--- src/rtl/riscv_pipe_pkg.sv ---
// rtl/riscv_pipe_pkg.sv - shared pipeline-control types for the 5-stage RV32I core
package riscv_pipe_pkg;

    typedef enum logic {
        RUN    = 1'b0,
        FREEZE = 1'b1
    } hz_state_e;

    localparam logic [4:0] REG_X0 = 5'd0;

    typedef struct packed {
        logic pc_write;
        logic if_id_write;
        logic if_id_flush;
        logic id_ex_flush;
        logic ex_mem_write;
        logic mem_wb_write;
    } pipe_ctrl_t;

    localparam pipe_ctrl_t CTRL_FLOW   = '{1'b1, 1'b1, 1'b0, 1'b0, 1'b1, 1'b1};
    localparam pipe_ctrl_t CTRL_BRANCH = '{1'b1, 1'b1, 1'b1, 1'b1, 1'b1, 1'b1};
    // Hold PC and IF/ID, bubble into EX, let the load drain toward MEM.
    localparam pipe_ctrl_t CTRL_LDUSE  = '{1'b0, 1'b0, 1'b0, 1'b1, 1'b1, 1'b1};
    localparam pipe_ctrl_t CTRL_FREEZE = '{1'b0, 1'b0, 1'b0, 1'b0, 1'b0, 1'b0};
    localparam pipe_ctrl_t CTRL_RESET  = '{1'b0, 1'b0, 1'b1, 1'b1, 1'b0, 1'b0};

    function automatic logic reg_match(input logic use_src, input logic [4:0] src,
                                       input logic [4:0] dst);
        return use_src && (dst == src);
    endfunction

endpackage

--- src/rtl/sat_counter.sv ---
// rtl/sat_counter.sv - up counter with synchronous clear that sticks at all-ones
module sat_counter #(
    parameter int W = 32
) (
    input  logic         clk,
    input  logic         clr,
    input  logic         en,
    output logic [W-1:0] q
);

    always_ff @(posedge clk) begin
        if (clr) begin
            q <= '0;
        end else if (en && (q != {W{1'b1}})) begin
            q <= q + 1'b1;
        end
    end

endmodule

--- src/rtl/hazard_stall_ctrl.sv ---
// rtl/hazard_stall_ctrl.sv - load-use stall, branch flush and memory-wait freeze control
module hazard_stall_ctrl
    import riscv_pipe_pkg::*;
#(
    parameter int MAX_WAIT = 16,
    parameter int CNT_W    = 32
) (
    input  logic             clk,
    input  logic             reset,
    input  logic [4:0]       ID_rs1,
    input  logic [4:0]       ID_rs2,
    input  logic             ID_use_rs1,
    input  logic             ID_use_rs2,
    input  logic [4:0]       EX_rd,
    input  logic             EX_mem_read,
    input  logic             branch_taken,
    input  logic             mem_busy,
    output logic             pc_write,
    output logic             IF_ID_write,
    output logic             IF_ID_flush,
    output logic             ID_EX_flush,
    output logic             EX_MEM_write,
    output logic             MEM_WB_write,
    output logic [CNT_W-1:0] stall_cycles,
    output logic [CNT_W-1:0] flush_events,
    output logic             mem_timeout
);

    localparam int WCW = $clog2(MAX_WAIT + 1);
    localparam logic [WCW-1:0] WAIT_MAX  = WCW'(MAX_WAIT);
    localparam logic [WCW-1:0] WAIT_LAST = WCW'(MAX_WAIT - 1);

    hz_state_e      state, state_next;
    logic [WCW-1:0] wait_cnt, wait_next;
    logic           load_use;
    logic           stall_inc, flush_inc, timeout_set;
    pipe_ctrl_t     ctrl;

    assign load_use = EX_mem_read && (EX_rd != REG_X0) &&
                      (reg_match(ID_use_rs1, ID_rs1, EX_rd) ||
                       reg_match(ID_use_rs2, ID_rs2, EX_rd));

    always_comb begin
        ctrl        = CTRL_FLOW;
        state_next  = state;
        wait_next   = wait_cnt;
        stall_inc   = 1'b0;
        flush_inc   = 1'b0;
        timeout_set = 1'b0;

        if (mem_busy) begin
            ctrl       = CTRL_FREEZE;
            stall_inc  = 1'b1;
            state_next = FREEZE;
            if (state == RUN) begin
                wait_next = WCW'(1);
            end else begin
                if (wait_cnt < WAIT_MAX) begin
                    wait_next = wait_cnt + 1'b1;
                end
                // Fires on the cycle whose update brings wait_cnt to MAX_WAIT.
                if (wait_cnt >= WAIT_LAST) begin
                    timeout_set = 1'b1;
                end
            end
        end else begin
            // Leaving a freeze resolves any branch held through it exactly once.
            state_next = RUN;
            wait_next  = '0;
            if (branch_taken) begin
                ctrl      = CTRL_BRANCH;
                flush_inc = 1'b1;
            end else if (load_use) begin
                ctrl      = CTRL_LDUSE;
                stall_inc = 1'b1;
            end
        end

        if (reset) begin
            ctrl = CTRL_RESET;
        end
    end

    always_ff @(posedge clk) begin
        if (reset) begin
            state       <= RUN;
            wait_cnt    <= '0;
            mem_timeout <= 1'b0;
        end else begin
            state    <= state_next;
            wait_cnt <= wait_next;
            if (timeout_set) begin
                mem_timeout <= 1'b1;
            end
        end
    end

    sat_counter #(.W(CNT_W)) u_stall_cnt (
        .clk (clk),
        .clr (reset),
        .en  (stall_inc),
        .q   (stall_cycles)
    );

    sat_counter #(.W(CNT_W)) u_flush_cnt (
        .clk (clk),
        .clr (reset),
        .en  (flush_inc),
        .q   (flush_events)
    );

    assign pc_write     = ctrl.pc_write;
    assign IF_ID_write  = ctrl.if_id_write;
    assign IF_ID_flush  = ctrl.if_id_flush;
    assign ID_EX_flush  = ctrl.id_ex_flush;
    assign EX_MEM_write = ctrl.ex_mem_write;
    assign MEM_WB_write = ctrl.mem_wb_write;

endmodule

--- config.mk ---
export PLATFORM = sky130hd
export DESIGN_NAME = hazard_stall_ctrl
export DESIGN_NICKNAME = d
export VERILOG_FILES = /design/src/rtl/riscv_pipe_pkg.sv /design/src/rtl/sat_counter.sv /design/src/rtl/hazard_stall_ctrl.sv
export SDC_FILE = /design/constraint.sdc
export NUM_CORES = 1
export LEC_CHECK = 0
export BUFFER_PORTS_ARGS = -buffer_cell sky130_fd_sc_hd__buf_4
export CAP_MARGIN = 20
export CORE_UTILIZATION = 35
export CTS_CLUSTER_SIZE = 28
export DETAILED_ROUTE_END_ITERATION = 16
export PLACE_DENSITY = 0.54
export SYNTH_ARGS = -nofsm -noshare
export SYNTH_HDL_FRONTEND = slang
export SYNTH_HIERARCHICAL = 1
export SYNTH_SLANG_ARGS = --single-unit
export TNS_END_PERCENT = 30
--- constraint.sdc ---
create_clock -name clk -period 11.6 [get_ports clk]
set_clock_uncertainty 0.05 [all_clocks]
set_input_delay 3.48 -clock clk [delete_from_list [all_inputs] [get_ports clk]]
set_output_delay 3.48 -clock clk [all_outputs]
set_load 0.03 [all_outputs]
==> flow_metrics.py <==
metrics = {
    "sta": {
        "timing.final.crit_share_pct": 71.2,
        "worst_slack_ns": 3.34,
        "rsz0062_at_grt": "false",
        "maxSlewHeadroom_pct": 30.7,
        "holdWs_ns": 0.393,
        "fin_crit_ns": 8.26,
        "setup-tns-final_ns": 0,
        "max_freq_ghz": 0.121,
        "finalMaxSlewViolations": 0,
        "tightestPinTransition_ns": 1.03,
        "hold_viol": 0,
        "finalSetupViolCount": 0,
    },
    "global_routing": {
        "grt_usage_pct": 18.1,
        "grt.overflow.total": 0,
        "grt_pass1_wl_um": 16600,
        "grt_max_degree": 76,
        "first_global_vias": 3429,
        "antenna_found_initial": 0,
    },
    "worst_setup_path": {
        "worst_setup_path_end_kind": "output pin",
        "worst-path-max-fanout": 3,
        "r2r_start": "u_stall_cnt/q[16]$_SDFFE_PP0P_",
        "crit_path_start": "EX_rd[3]",
        "ff2ff_setup_slack_ns": 8.76,
        "worst-setup-path-type": "primary input to output pin",
        "arrival_ns": 4.73,
        "r2r-end": "u_stall_cnt/q[5]$_SDFFE_PP0P_",
        "setup.worst_path.end": "IF_ID_write",
        "rr_worst_depth": 6,
        "worst_ep_required_time_ns": 8.07,
        "critPathLaunchType": "primary input",
    },
    "logic_synthesis": {
        "ys_async_sr_fraction_pct": 0,
        "synth-edff-count": 0,
        "synth_top_cell_by_area": "dfxtp_1",
        "seq_area_frac_synth_pct": 37.1,
        "syn-instance-count": 454,
        "ys_dominant_reg_cell": "dfxtp_1",
        "yosys_register_bits": 71,
        "yosys_warnings": 6,
        "yosysTopAreaCellShare_pct": 37.1,
        "synth_cell_types": 45,
        "syn_nets": 480,
        "syn_avg_cell_area_sq_um": 8.43,
        "synth_area_leaders": "dfxtp_1, a21oi_1, o31ai_1, or4_1, xnor2_1",
        "synth_area_sq_mm": 0.00383,
    },
    "cts": {
        "postCtsSetupBuffers": 0,
        "path_clk_slew_ns": 0.07,
        "cts_tree": "yes",
        "cts-root-buf": "clkbuf_8",
        "cts.sinks": 71,
        "insertion_delay_ns": 0.34,
        "cts.htree.levels": 3,
        "clockBufferDepth": 2,
        "numCtsBuffers": 9,
        "postCtsResizedCells": 0,
        "cts_hold_buf": 0,
    },
    "power": {
        "p_clk_share_pct": 41.3,
        "peakVddDrop_uv": 59.5,
        "seq_power_share_pct": 52.2,
        "total_power_mw": 0.474,
        "power_density_mw_per_mm2": 98.6,
        "swShare_pct": 23.3,
        "pwr-share-comb_pct": 6.5,
        "power_leakage_nw": 1.66,
        "power.internal_mw": 0.363,
        "power_switching_mw": 0.111,
    },
    "placement": {
        "port-buffer-count": 92,
        "pre_cts_slack_ns": 3.35,
        "routabilityCongestion": 0.766,
        "hpwl_um": 7010,
    },
    "drt": {
        "vias_per_cell": 5.61,
        "drt_iter0_markers": 155,
        "drc": 0,
        "ant_nets": 0,
        "drt-total-wl_um": 9980,
        "vias": 3799,
        "first_pass_iters": 4,
        "wl_per_cell_um": 14.7,
    },
    "cells_and_area": {
        "layout_commonest_cell": "buf_4",
        "area_growth_pct": 25.7,
        "n_antenna_cell": 0,
        "nNetsFinal": 562,
        "finish.utilization_pct": 46.0,
        "drive_above_1_share_pct": 23.7,
        "final_cell_mix": "buf_4, dfxtp_1, a21oi_1",
        "fillers": 1085,
    },
    "die": {
        "dieArea_sq_mm": 0.0114,
        "fp.dieW_um": 107,
        "die_h_um": 107,
        "start_util_pct": 36.6,
        "coreArea_sq_mm": 0.0105,
        "rows": 37,
        "ios": 93,
    },
    "status": {
        "status": "finished, final reports clean",
    },
    "hold_path": {
        "hold_path_class": "flip-flop to flip-flop",
    },
    "job": {
        "cap_violations": 0,
    },
}
## critical path: stages
cell	delay, ns
buf_4	0.12
xor2_1	0.16
nor4_2	0.28
a32oi_1	0.19
o31a_1	0.32
buf_4	0.17
## logic make-up (layout without fill, tap and decap cells)
kind of cell / count (synthesis) / in the layout / synth area share [%]
adders and majority gates: 4 / 4 / 1.31
and+or+nand+nor: 206 / 206 / 31.7
AOI/OAI and AO/OA: 106 / 106 / 18.1
DFF: 71 / 71 / 37.1
xor gates and xnor gates: 27 / 27 / 6.18
buffers and inverters: 33 / 120 / 3.63
muxes: 7 / 7 / 1.96
## cells in the mapped netlist, types with 6 or more instances
cell type  count
nor2_1        36
dfxtp_1       71
nand3_1       27
nor2b_1        6
and4_1         8
and3_1         7
a21oi_1       45
clkbuf_1      16
xnor2_1       16
o21ai_0       16
inv_1          9
nor4_1         9
o31ai_1       26
or3_1         20
xor2_1        11
buf_2          6
or4_1         25
nand4_1       20
nand2_1       21
## registers in the layout, indices dropped and copies added, names as in the netlist
name,cells
mem_timeout,1
u_flush_cnt/q,32
wait_cnt,5
u_stall_cnt/q,32
state,1
## layout make-up
cell class              count  area, sq um  area share [%]
clock inverters             3         42.5           0.885
clock buffers              13          149            3.10
flip-flops and latches     71         1420            29.6
well taps                 136          170            3.54
repair buffers             95          713            14.8
multi-input cells         350         2280            47.4
inverters                   9         33.8           0.703
## per-stage QoR
| step | instances | cell area (sq um) |
|---|---|---|
| final | 677 | 4810 |
| after global routing | 677 | 4810 |
| after CTS | 676 | 4800 |
| after detailed placement | 660 | 4610 |
| after global placement | 660 | 4610 |
| after floorplan | 454 | 3830 |
## per-layer routing
layer / global-route usage, % / share of wire, %
met1: 25.2 / 50
met2: 28.1 / 45
met3: 3.43 / 4.3
met4: 5.38 / 1.1
met5: 0 / 0
## how the worst min path moves through the flow
stage	from	to	slack (ns)	depth (start not counted)
2_1_floorplan	state$_SDFF_PP0_	wait_cnt[0]$_SDFFE_PP0P_	0.36	1
3_3_place_gp	state$_SDFF_PP0_	wait_cnt[0]$_SDFFE_PP0P_	0.37	1
3_5_place_dp	state$_SDFF_PP0_	wait_cnt[0]$_SDFFE_PP0P_	0.38	1
4_1_cts	state$_SDFF_PP0_	wait_cnt[0]$_SDFFE_PP0P_	0.40	1
5_1_grt	state$_SDFF_PP0_	wait_cnt[0]$_SDFFE_PP0P_	0.41	1
6_report	state$_SDFF_PP0_	wait_cnt[0]$_SDFFE_PP0P_	0.39	1
## power groups by stage
stage / Sequential (mW) / Clock, mW / Combinational (mW)
after floorplan: 0.255 / 0 / 0.0159
after global placement: 0.253 / 0 / 0.0306
after detailed placement: 0.253 / 0 / 0.0311
after CTS: 0.247 / 0.204 / 0.0312
after global routing: 0.248 / 0.215 / 0.0335
final: 0.248 / 0.196 / 0.0307
Power figures use the tool's default switching activity.
